--- src/rtl/int_divider.sv ---
// Multi-cycle RV32M DIV/DIVU/REM/REMU unit: radix-2 restoring division, one quotient bit per clock.
// Divide-by-zero and signed overflow bypass the iteration and finish in a single cycle.
module int_divider #(
    parameter int unsigned XLEN  = 32,
    parameter int unsigned CNT_W = 6
) (
    input  logic            clk,
    input  logic            rst,
    input  logic            start,
    input  logic            flush,
    input  logic [1:0]      div_op,
    input  logic [XLEN-1:0] dividend,
    input  logic [XLEN-1:0] divisor,
    output logic            busy,
    output logic            done,
    output logic [XLEN-1:0] result
);

    typedef enum logic [1:0] {
        S_IDLE = 2'b00,
        S_CALC = 2'b01,
        S_FIN  = 2'b10
    } state_t;

    localparam logic [XLEN-1:0]  INT_MIN  = {1'b1, {(XLEN-1){1'b0}}};
    localparam logic [CNT_W-1:0] CNT_LAST = CNT_W'(XLEN - 1);

    state_t           state_q, state_d;
    logic [CNT_W-1:0] cnt_q, cnt_d;
    logic [XLEN-1:0]  rem_q, rem_d;
    logic [XLEN-1:0]  quo_q, quo_d;
    logic [XLEN-1:0]  dvs_q, dvs_d;
    logic             neg_quo_q, neg_quo_d;
    logic             neg_rem_q, neg_rem_d;
    logic             op_rem_q, op_rem_d;
    logic [XLEN-1:0]  res_q, res_d;
    logic             busy_q, busy_d;
    logic             done_q, done_d;

    // Operand decode for a new request
    logic            op_signed;
    logic            a_neg;
    logic            b_neg;
    logic [XLEN-1:0] a_mag;
    logic [XLEN-1:0] b_mag;
    logic            div_zero;
    logic            overflow;
    logic [XLEN-1:0] special_res;
    logic            accept;

    always_comb begin
        op_signed   = ~div_op[0];
        a_neg       = op_signed & dividend[XLEN-1];
        b_neg       = op_signed & divisor[XLEN-1];
        a_mag       = a_neg ? ((~dividend) + XLEN'(1)) : dividend;
        b_mag       = b_neg ? ((~divisor) + XLEN'(1)) : divisor;
        div_zero    = (divisor == '0);
        overflow    = op_signed && (dividend == INT_MIN) && (divisor == '1);
        // Zero divisor wins; otherwise this is overflow, where the quotient equals the dividend
        if (div_zero) begin
            special_res = div_op[1] ? dividend : '1;
        end else begin
            special_res = div_op[1] ? '0 : dividend;
        end
        accept      = start && !busy_q && (state_q != S_CALC);
    end

    // One restoring step: shift remainder left through the quotient MSB, subtract if it fits
    logic [XLEN:0]   rem_shift;
    logic [XLEN-1:0] rem_diff;
    logic            no_borrow;
    logic [XLEN-1:0] rem_next;
    logic [XLEN-1:0] quo_next;
    logic [XLEN-1:0] quo_fix;
    logic [XLEN-1:0] rem_fix;
    logic [XLEN-1:0] res_fin;

    always_comb begin
        rem_shift = {rem_q, quo_q[XLEN-1]};
        no_borrow = (rem_shift >= {1'b0, dvs_q});
        rem_diff  = XLEN'(rem_shift - {1'b0, dvs_q});
        rem_next  = no_borrow ? rem_diff : rem_shift[XLEN-1:0];
        quo_next  = {quo_q[XLEN-2:0], no_borrow};
        quo_fix   = neg_quo_q ? ((~quo_next) + XLEN'(1)) : quo_next;
        rem_fix   = neg_rem_q ? ((~rem_next) + XLEN'(1)) : rem_next;
        res_fin   = op_rem_q ? rem_fix : quo_fix;
    end

    // State register
    always_ff @(posedge clk) begin
        if (rst) begin
            state_q   <= S_IDLE;
            cnt_q     <= '0;
            rem_q     <= '0;
            quo_q     <= '0;
            dvs_q     <= '0;
            neg_quo_q <= 1'b0;
            neg_rem_q <= 1'b0;
            op_rem_q  <= 1'b0;
            res_q     <= '0;
            busy_q    <= 1'b0;
            done_q    <= 1'b0;
        end else begin
            state_q   <= state_d;
            cnt_q     <= cnt_d;
            rem_q     <= rem_d;
            quo_q     <= quo_d;
            dvs_q     <= dvs_d;
            neg_quo_q <= neg_quo_d;
            neg_rem_q <= neg_rem_d;
            op_rem_q  <= op_rem_d;
            res_q     <= res_d;
            busy_q    <= busy_d;
            done_q    <= done_d;
        end
    end

    // Next-state and datapath control
    always_comb begin
        state_d   = state_q;
        cnt_d     = cnt_q;
        rem_d     = rem_q;
        quo_d     = quo_q;
        dvs_d     = dvs_q;
        neg_quo_d = neg_quo_q;
        neg_rem_d = neg_rem_q;
        op_rem_d  = op_rem_q;
        res_d     = res_q;
        busy_d    = 1'b0;
        done_d    = 1'b0;

        case (state_q)
            S_CALC: begin
                busy_d = 1'b1;
                rem_d  = rem_next;
                quo_d  = quo_next;
                cnt_d  = cnt_q + CNT_W'(1);
                if (cnt_q == CNT_LAST) begin
                    state_d = S_FIN;
                    busy_d  = 1'b0;
                    done_d  = 1'b1;
                    res_d   = res_fin;
                    cnt_d   = '0;
                end
            end
            S_IDLE, S_FIN: begin
                state_d = S_IDLE;
                if (accept) begin
                    op_rem_d = div_op[1];
                    cnt_d    = '0;
                    rem_d    = '0;
                    if (div_zero || overflow) begin
                        state_d   = S_FIN;
                        done_d    = 1'b1;
                        res_d     = special_res;
                        quo_d     = '0;
                        dvs_d     = '0;
                        neg_quo_d = 1'b0;
                        neg_rem_d = 1'b0;
                    end else begin
                        state_d   = S_CALC;
                        busy_d    = 1'b1;
                        quo_d     = a_mag;
                        dvs_d     = b_mag;
                        neg_quo_d = a_neg ^ b_neg;
                        neg_rem_d = a_neg;
                    end
                end
            end
            default: begin
                state_d = S_IDLE;
            end
        endcase

        // Pipeline kill: drop everything except the last result
        if (flush) begin
            state_d   = S_IDLE;
            cnt_d     = '0;
            rem_d     = '0;
            quo_d     = '0;
            dvs_d     = '0;
            neg_quo_d = 1'b0;
            neg_rem_d = 1'b0;
            op_rem_d  = 1'b0;
            res_d     = res_q;
            busy_d    = 1'b0;
            done_d    = 1'b0;
        end
    end

    assign busy   = busy_q;
    assign done   = done_q;
    assign result = res_q;

endmodule
--- config.mk ---
export PLATFORM = sky130hd
export DESIGN_NAME = int_divider
export DESIGN_NICKNAME = d
export VERILOG_FILES = /design/src/rtl/int_divider.sv
export SDC_FILE = /design/constraint.sdc
export NUM_CORES = 1
export LEC_CHECK = 0
export ABC_AREA = 1
export CAP_MARGIN = 40
export CORE_UTILIZATION = 50
export DETAILED_ROUTE_END_ITERATION = 8
export HOLD_SLACK_MARGIN = 0.08
export PLACE_DENSITY = 0.73
export SYNTH_ARGS = -nofsm -noshare
export SYNTH_HDL_FRONTEND = slang
export SYNTH_SLANG_ARGS = --single-unit
--- constraint.sdc ---
create_clock -name clk -period 4 [get_ports clk]
set_clock_uncertainty 0.15 [all_clocks]
set_input_delay 0.6 -clock clk [delete_from_list [all_inputs] [get_ports clk]]
set_output_delay 0.6 -clock clk [all_outputs]
set_load 0.05 [all_outputs]
# Word-level counts from Yosys, hierarchy flattened
# Cells that the tools add are included.
classes:
  add_sub_neg: 6
  n_mul: 0
  n_div: 0
  order_cmp: 1
  n_eq_ne: 9
  n_shift: 0
  mux: 36
  n_bitwise: 9
  n_reduce_logical: 14
op_table:
  columns: ["cell", "count"]
  rows:
  - ["2-to-1 mux 32 bit", 16]
  - ["case mux 32 bit (2 select lines)", 3]
  - ["adder 32 x 1 -> 32 bit, second input constant", 4]
  - ["inverter 32 bit", 4]
  - ["== test 32 bit, second input constant", 2]
  - [">= comparator 33 x 32 -> 1 bit", 1]
  - ["logical NOT 32 bit", 1]
  - ["subtractor 32 bit", 1]
  - ["2-to-1 mux 6 bit", 2]
  - ["case mux 6 bit (2 select lines)", 1]
  - ["2-to-1 mux 1 bit", 8]
  - ["adder 6 x 1 -> 6 bit, second input constant", 1]
  - ["== test 6 x 5 -> 1 bit, second input constant", 1]
  - ["2-to-1 mux 2 bit", 3]
  - ["!= test 2 bit, second input constant", 3]
  - ["AND reduction 5 bit", 1]
  - ["logical AND 1 bit", 4]
  - ["case mux 1 bit (2 select lines)", 2]
  - ["case mux 2 bit (2 select lines)", 1]
  - ["AND reduction 2 bit", 2]
  - ["OR reduction 2 bit", 2]
  - ["bitwise AND 1 bit", 2]
  - ["== test 2 x 1 -> 1 bit, second input constant", 1]
  - ["== test 2 bit, second input constant", 1]
  - ["other kinds (7)", 8]
word_totals:
  reg_bits: 141
  latch_bits: 0
  ram_bits: 0
  rom_bits: 0
  input_bits: 70
  output_inout_bits: 34
  word_cells: 86
  mem_count: 0

# Longest topological paths before layout
# Gate-level depths: netlist of run 1.
logic_depth:
  depth_word: 8
  mapped_depth: 33
  ltp_nobuf: 32

# Worst setup path before layout of run 1
# Ideal clock, no wire load.
synth_path:
  path_kind: "reg-to-reg"
  startpoint: "reg dvs_q[23]"
  endpoint: "reg res_q[26], in the netlist result[26]"
  setup_time_ns: 0.134
  arrival_time_ns: 3.619
  setup_slack_ns: 0.097
  stages_incl_launch_ff: 34
  path_buffers: 1
  path_cell_list: "dfxtp_1 > inv_1 > ha_1 > nand2_1 > inv_2 > nand2_2 > inv_2 > nand2_1 > nor2_1 > nand2_1 > nand2_2 > nor2_4 > nand2_4 > inv_2 > buf_2 > ha_1 > inv_1 > nor3_1 > nand2_1 > nor3_2 > nand2_1 > nor2_1 > nand2_1 > nor2_1 > nand2_1 > nand2_1 > o21ai_1 > o21bai_1 > nor2_1 > nor2_1 > a21oi_1 > o21ai_1 > nand2_1 > a21oi_1"
synth_between:
  elab_chain_cells: 8
  word_cells_on_any_way: 12
synth_rtl:
  columns: ["element", "line_no", "source"]
  rows:
  - ["start, declared", "32", "logic [XLEN-1:0] dvs_q, dvs_d;"]
  - ["start signal, assigned", "108", "dvs_q <= dvs_d;"]
  - ["subtractor 32 bit / >= comparator 33 x 32 -> 1 bit (equally long branches)", "81, 80", null]
  - ["2-to-1 mux 32 bit", "82", "rem_next = no_borrow ? rem_diff : rem_shift[XLEN-1:0];"]
  - ["inverter 32 bit", "85", "rem_fix = neg_rem_q ? ((~rem_next) + XLEN'(1)) : rem_next;"]
  - ["adder 32 x 1 -> 32 bit", "85", null]
  - ["2-to-1 mux 32 bit", "85", null]
  - ["2-to-1 mux 32 bit *", "86", "res_fin = op_rem_q ? rem_fix : quo_fix;"]
  - ["2-to-1 mux 32 bit *", "138", "if (cnt_q == CNT_LAST) begin"]
  - ["case mux 32 bit (2 select lines) *", "132", "case (state_q)"]
  - ["end signal, assigned", "112", "res_q <= res_d;"]
  - ["end, declared", "36", "logic [XLEN-1:0] res_q, res_d;"]
# Every way passes the cells marked *; elsewhere a longest branch is shown, timed or not. The select of a mux whose other input is x is not followed.
# A chain may end at the register's enable or synchronous reset.

# Final worst setup path of run 1
layout_path:
  startpoint: "reg rem_q[13]"
  endpoint: "reg res_q[26], in the netlist result[26]"
layout_between:
  elab_chain_cells: 8
  word_cells_on_any_way: 12
layout_rtl:
  columns: ["element", "line_no", "source"]
  rows:
  - ["start, declared", "30", "logic [XLEN-1:0] rem_q, rem_d;"]
  - ["start signal, assigned", "106", "rem_q <= rem_d;"]
  - ["subtractor 32 bit / >= comparator 33 x 32 -> 1 bit (equally long branches)", "81, 80", null]
  - ["2-to-1 mux 32 bit", "82", null]
  - ["inverter 32 bit", "85", null]
  - ["adder 32 x 1 -> 32 bit", "85", null]
  - ["2-to-1 mux 32 bit", "85", null]
  - ["2-to-1 mux 32 bit *", "86", null]
  - ["2-to-1 mux 32 bit *", "138", null]
  - ["case mux 32 bit (2 select lines) *", "132", null]
# Marks and branches as above.

==> impl_results.md, run 1 <==
- EDFF count, synth: 0
- Mapped Area: 12,600 um^2
- CTS hold repair buffers: 0
- Final Hold Vio Count: 0
- WP buf/inv: 2
- Status: complete, no violations
- Global Route Usage Sum: 36.3%
- Reg2reg start: rem_q[13]$_SDFFE_PP0P_
- Fin Hold WS: 0.316 ns
- Synth area leaders: dfxtp_1, nand2_1, a21oi_1
- Min Tclk post-route: 3.84 ns
- Setup TNS: 0 ns
- I/O Buffers: 103
- Max-slew violation count: 0
- Worst path max stage delay: 0.45 ns
- Most used cell, CP: nand2_1
- Fmax: 0.260 GHz
- Synth top area share: 22.4%
- CTS H-tree lvls: 4
- Startpoint Class: flip-flop
- MaxCap Viol Count: 0
- WP depth: 29
- Worst hold path type: reg2reg
- Global-route wire length before repair: 73,100 um
- Max Buffers Root-to-Sink: 2
- CTS sink cnt: 141
- Largest net degree at the start of global routing: 67
- Core area: 24,500 um^2
- Global Route met3 Usage: 10.4%
- Lkg Pwr: 6.83 nW
- Most frequent cells in the layout: nand2_1, inv_1, a21oi_1, nor2_1, nand3_1
- Worst setup EP type: flip-flop
- Die W: 161 um
- Worst R2R Setup Slack: 0.16 ns
- Slew headroom: 51.2%
- Count of final setup violators: 0
- Die area: 25,800 um^2
- Syn avg cell area: 5.86 um^2
- Critical Path Start: rem_q[13]$_SDFFE_PP0P_
- Num CTS Buffers: 17
- Clk slew on worst S/H paths: 0.06 ns
- CP Class: reg2reg
- Routed len/inst: 18.2 um
- Share of cells above drive strength 1: 13.5%
- ANT nets after route: 0
- R2R depth: 29
- Most common cell after layout, fill and taps aside: nand2_1
- GR Layer Usage met2: 53.6%
- RSZ-0062 raised after global routing: yes
- Worst setup margin: 0.157 ns
- Dominant synthesized flop cell: dfxtp_1
- DRC: 0
- GRT met1 Usage: 49.6%
- Height of the die: 161 um
- Sequential area share after synthesis: 22.4%
- Gate Count Post-Synth: 2,150
- Routed vias/inst: 5.75
- Crit path max-delay family: simple AND/OR/NAND/NOR gates
- Mapped Nets: 2,259
- Critical Path Sink: result[26]$_SDFFE_PP0P_
- Diode count: 0
- Routed via count: 15,000
- Critical Path Fanout Max: 4
- Gr ovfl total: 0
- TritonRoute pass-1 iters: 7
- Place WS: -0.0594 ns
- Drt total wl: 47,500 um
- # rows: 57
- Power per cell area: 434 nW/um^2
- RD Place Congestion: 1.03
- #FFs+latches synth: 141
- Critical Path RT: 4.17 ns
- Busiest layer in global routing: met2
- TritonCTS clock tree: yes
- Post-DP HPWL: 37,000 um
- Initial Util: 51.4%
- Area Overhead vs Synth: 22.6%
- Reg2reg end: result[26]$_SDFFE_PP0P_
- Clock root cell: clkbuf_16
- Share of the cycle needed by the critical path after routing: 96.1%
- Worst-margin pin slew: 0.732 ns
- Nets: 2,385
- Worst IR drop on VDD: 310 uV
- Arrival time worst endpoint: 4.01 ns
- Share of flip-flops with an asynchronous set or reset: 0%
- Post-synthesis cell type count: 54
- Number of global-route vias before repair: 13,600
- Initial antenna violation count: 0
- Worst skew pair latency: 0.44 ns
- Ports: 104
- CP max stage cell: dfxtp_1
- DRT iter0 DRCs: 1,825
- Cell taking the most area after synthesis: dfxtp_1
- Total power: 6.70 mW
- YS warnings: 0
==> cell type report <==
| class | instances | area (um^2) |
|---|---|---|
| clock buffers | 19 | 443 |
| clock inverters | 12 | 116 |
| fillers | 2393 | 9080 |
| inverters | 262 | 983 |
| multi-input cells | 1658 | 8870 |
| flip-flops and latches | 141 | 2850 |
| well taps | 324 | 405 |
| repair buffers | 196 | 1780 |
==> per-layer routing <==
layer	part of all wire, %	vias to the layer above	routed length, um
met2	42	732	20200
met4	3.3	0	1550
met1	43	6929	20600
met5	0	-	0
li1	-	7271	-
met3	11	94	5170
==> sequential cells by signal, summed over array words and instances (netlist names) <==
register,cells
done,1
quo_q,32
state_q,2
cnt_q,6
neg_quo_q,1
busy,1
neg_rem_q,1
rem_q,32
dvs_q,32
result,32
op_rem_q,1
==> synthesized netlist by cell type, types with 6 or more instances <==
master / count
xnor2_1: 15
buf_1: 9
xor2_1: 53
nand4_1: 29
nor4_1: 9
inv_1: 237
nor2_2: 10
nand2_2: 31
o21bai_1: 7
a22oi_1: 8
nand3_1: 140
ha_1: 38
a21oi_1: 226
o211ai_1: 15
dfxtp_1: 141
clkinv_1: 6
inv_2: 19
o21ai_0: 136
or2_2: 8
or2_1: 6
nand3_2: 8
a221oi_1: 16
a31oi_1: 7
clkbuf_1: 67
o21ai_1: 7
nand3b_1: 7
nor2_1: 178
nand2_1: 612
nor3_1: 36
o22ai_1: 9
buf_2: 6
==> how the worst min path moves through the flow <==
stage	start	end	cells after the start
2_1_floorplan	dvs_q[10]$_SDFFE_PP0P_	dvs_q[10]$_SDFFE_PP0P_	2
3_3_place_gp	dvs_q[13]$_SDFFE_PP0P_	dvs_q[13]$_SDFFE_PP0P_	2
3_5_place_dp	dvs_q[22]$_SDFFE_PP0P_	dvs_q[22]$_SDFFE_PP0P_	2
4_1_cts	dvs_q[22]$_SDFFE_PP0P_	dvs_q[22]$_SDFFE_PP0P_	2
5_1_grt	result[10]$_SDFFE_PP0P_	result[10]$_SDFFE_PP0P_	2
6_report	dvs_q[22]$_SDFFE_PP0P_	dvs_q[22]$_SDFFE_PP0P_	2
==> metrics by stage <==
stage / std cells / utilization, % / cell area, um^2
global route: 2612 / 63.0 / 15400
floorplan: 2150 / - / 12600
detailed placement: 2578 / 58.6 / 14400
CTS: 2609 / 60.9 / 14900
finish: 2612 / 63.0 / 15400
global placement: 2578 / 58.6 / 14400
==> repair_timing <==
item | in CTS | in global routing
pin swaps | 0 | 4
setup buffers | 0 | 3
gates resized for setup | 4 | 93
setup endpoints to repair | 5 | 8
==> cells by family (layout without fill, tap and decap cells) <==
| kind of cell | after synthesis | after routing | share of synthesized area, % |
|---|---|---|---|
| AO/OA/AOI/OAI | 450 | 450 | 19.6 |
| XOR/XNOR | 68 | 68 | 4.73 |
| adder cells (fa/ha/maj) | 42 | 42 | 4.17 |
| buffers and inverters | 351 | 489 | 11.0 |
| flip-flops | 141 | 141 | 22.4 |
| AND/OR/NAND/NOR | 1098 | 1098 | 38.1 |
==> where the power goes <==
part           switching (mW)  internal (mW)
clock                   0.686          0.874
sequential             0.0538           1.45
combinational            2.40           1.25
==> worst register-to-register path: cells and delay by family (launching register included) <==
family          cells  cell delay (ns)
simple gates       20             2.00
compound gates      5             0.59
flops               1             0.45
fa+ha+maj           2             0.43
buf+inv             2             0.14
(Power assumes the default switching activity.)
==> run 2: changes to the inputs <==
Settings changed: CAP_MARGIN 40 to unset.
==> results of run 2 <==
The final DEF is identical to that of run 1; final timing and power are the same.
==> run 3: changes to the inputs <==
Settings changed: CORE_ASPECT_RATIO set to 0.6, REMOVE_ABC_BUFFERS set to 1.
==> run 3 against run 2 <==
- the run now ends with DRC left
- combinational power rose by 5.8%
- die area barely moved
- global-route usage grew 0.63 points
- critical path type unchanged
- critical endpoint unchanged
==> impl_results.md, run 3 (synthesis gave the netlist of run 1 again) <==
- Lkg Pwr: 7.15 nW (+4.7%)
- Routed vias/inst: 5.77 (+0.26%)
- Met2 wire len: 18,400 um (-9.0%)
- Max Buffers Root-to-Sink: 2 (unchanged)
- Worst-margin pin slew: 0.805 ns (+0.0734 ns)
- Metal3 WL: 6710 um (+30%)
- Fmax: 0.258 GHz (-0.77%)
- Clk slew on worst S/H paths: 0.06 ns (about the same)
- Critical Path RT: 4.18 ns (about the same)
- Reg2reg end: result[26]$_SDFFE_PP0P_
- Area Overhead vs Synth: 27.1%
- Routed via count: 15,400 (+2.3%)
- WP buf/inv: 3 (+1)
- Hold_sp: result[6]$_SDFFE_PP0P_
- Clock share of power: 25.0% (+1.7 points)
- Reg2reg start: dvs_q[9]$_SDFFE_PP0P_
- Die W: 207 um (+29%)
- Layout Cells excl Fill: 2,665 (+2.0%)
- Worst setup EP type: flip-flop
- Storage cell area: 2850 um^2 (about the same)
- Num CTS Buffers: 17 (unchanged)
- Fin Hold WS: 0.311 ns (-0.00502 ns)
- Total power: 7.14 mW (+6.5%)
- Critical Path Start: dvs_q[9]$_SDFFE_PP0P_
- Worst hold path type: reg2reg
- Status: finished, violations left
- Largest net degree at the start of global routing: 63 (-6.0%)
- Global-route wire length before repair: 73,800 um (+1.1%)
- Count of final setup violators: 0 (unchanged)
- Combinational power share: 54.0% (-0.3 points)
- Ports: 104 (unchanged)
- CTS H-tree lvls: 4 (unchanged)
- DRT iter0 DRCs: 1,966 (+7.7%)
- Sequential share of power: 21.0% (-1.4 points)
- Die area: 25,900 um^2 (about the same)
- Psw: 3.28 mW (+4.5%)
- RD Place Congestion: 1.00 (-2.4%)
- Diode count: 0 (unchanged)
- TritonCTS clock tree: yes
- RSZ-0062 raised after global routing: yes
- Crit path max-delay family: simple AND/OR/NAND/NOR gates
- Worst R2R Setup Slack: 0.13 ns (-0.03 ns)
- DRC: 3 (+3)
- Max layer used: met4
- MaxCap Viol Count: 0 (unchanged)
- WP depth: 30 (+3.4%)
- Final Hold Vio Count: 0 (unchanged)
- M1 wire length: 22,500 um (+9.0%)
- Share of cells above drive strength 1: 15.9% (+2.3 points)
- I/O Buffers: 103 (unchanged)
- Most used cell, CP: nand2_1
- Core area: 24,400 um^2 (-0.37%)
- Clock root cell: clkbuf_16
- Setup TNS: 0 ns (unchanged)
- Height of the die: 125 um (-22%)
- Initial antenna violation count: 0 (unchanged)
- Arrival time worst endpoint: 4.05 ns (+0.04 ns)
- Worst path max stage delay: 0.35 ns (-0.10 ns)
- Gr ovfl total: 0 (unchanged)
- Slew headroom: 46.2% (-4.9 points)
- Max-slew violation count: 0 (unchanged)
- Internal power: 3.86 mW (+8.2%)
- Multi-input logic area: 8960 um^2 (+1.0%)
- CP max stage cell: dfxtp_1
- Post-DP HPWL: 37,000 um (about the same)
- FILL cells: 2,335 (-2.4%)
- Failing checks: DRC
- Routed len/inst: 18.2 um (about the same)
- Nets: 2,441 (+2.3%)
- CTS hold repair buffers: 0 (unchanged)
- Startpoint Class: flip-flop
- Most common cell after layout, fill and taps aside: nand2_1
- R2R depth: 30 (+3.4%)
- CP Class: reg2reg
- # rows: 44 (-23%)
- Number of global-route vias before repair: 13,600 (+0.23%)
- Min Tclk post-route: 3.87 ns (+0.0298 ns)
- Global Route Usage Sum: 36.9% (+0.63 points)
- Worst IR drop on VDD: 297 uV (-4.3%)
- CTS sink cnt: 141 (unchanged)
- TritonRoute pass-1 iters: 9 (+2)
- Placed cell count: 2,627 (+1.9%)
- Most frequent cells in the layout: nand2_1, inv_1, a21oi_1, nor2_1, buf_4
- Drt total wl: 48,500 um (+2.0%)
- Worst skew pair latency: 0.46 ns (+0.02 ns)
- Initial Util: 51.6% (+0.19 points)
- ANT nets after route: 0 (unchanged)
- Power per cell area: 446 nW/um^2 (+2.7%)
- Critical Path Fanout Max: 4 (unchanged)
- Switching Share: 45.9% (-0.87 points)
- Final core utilization: 65.5% (+2.5 points)
- Share of the cycle needed by the critical path after routing: 96.8% (+0.75 points)
- Critical Path Sink: result[26]$_SDFFE_PP0P_
## run 3: cell types whose count changed in the layout (fill, tap and decap cells not counted), moves of 4 or more
cell / delta
a21oi_2: -4
a21oi_4: +4
buf_4: +56
bufinv_16: +4
## run 3: worst min path at each step
| stage | to | cells past startpoint |
|---|---|---|
| final | result[6]$_SDFFE_PP0P_ | 2 |
| after global routing | result[6]$_SDFFE_PP0P_ | 2 |
| after CTS | result[6]$_SDFFE_PP0P_ | 2 |
| after detailed placement | result[6]$_SDFFE_PP0P_ | 2 |
| after global placement | dvs_q[8]$_SDFFE_PP0P_ | 2 |
| after floorplan | dvs_q[10]$_SDFFE_PP0P_ | 2 |
## run 3: metal layers
layer,global-route usage [%],up-vias
met3,12.9,62
met1,55.8,7067
li1,-,7389
met4,8.54,0
met2,48.7,853
met5,0,-
## run 3: timing repair
item / 4_1_cts / 5_1_grt
endpoints found under the setup margin: 5 / 25
pin swaps: 4 / 21
gates resized for setup: 13 / 98
buffers inserted: 2 / 6
endpoints found under the hold margin: 0 / 0
## run 3: power groups by stage
| stage | sequential (mW) | combinational, mW | clock [mW] |
|---|---|---|---|
| 2_1_floorplan | 1.54 | 2.21 | 0 |
| 3_3_place_gp | 1.52 | 3.53 | 0 |
| 3_5_place_dp | 1.52 | 3.56 | 0 |
| 4_1_cts | 1.49 | 3.60 | 1.79 |
| 5_1_grt | 1.50 | 4.18 | 1.86 |
| 6_report | 1.50 | 3.85 | 1.79 |
## run 3: cell type report
type	instances	share of cell area [%]
repair buffers	252	13.6
multi-input cells	1658	56.0
flip-flops and latches	141	17.8
clock buffers	19	2.77
well taps	322	2.52
clock inverters	11	1.20
inverters	262	6.16
## run 3: through the flow
stage / area (um^2) / worst slack [ns]
detailed placement: 14700 / -0.188
global route: 16000 / -0.0834
global placement: 14700 / -0.0865
finish: 16000 / 0.127
floorplan: 12200 / -2.20
CTS: 15500 / 0.0162
## run 3: tightest hold or removal path: stages, from the launching register on
cell and delay (ns):
dfxtp_1 0.31, nand2_1 0.06, a21oi_1 0.05
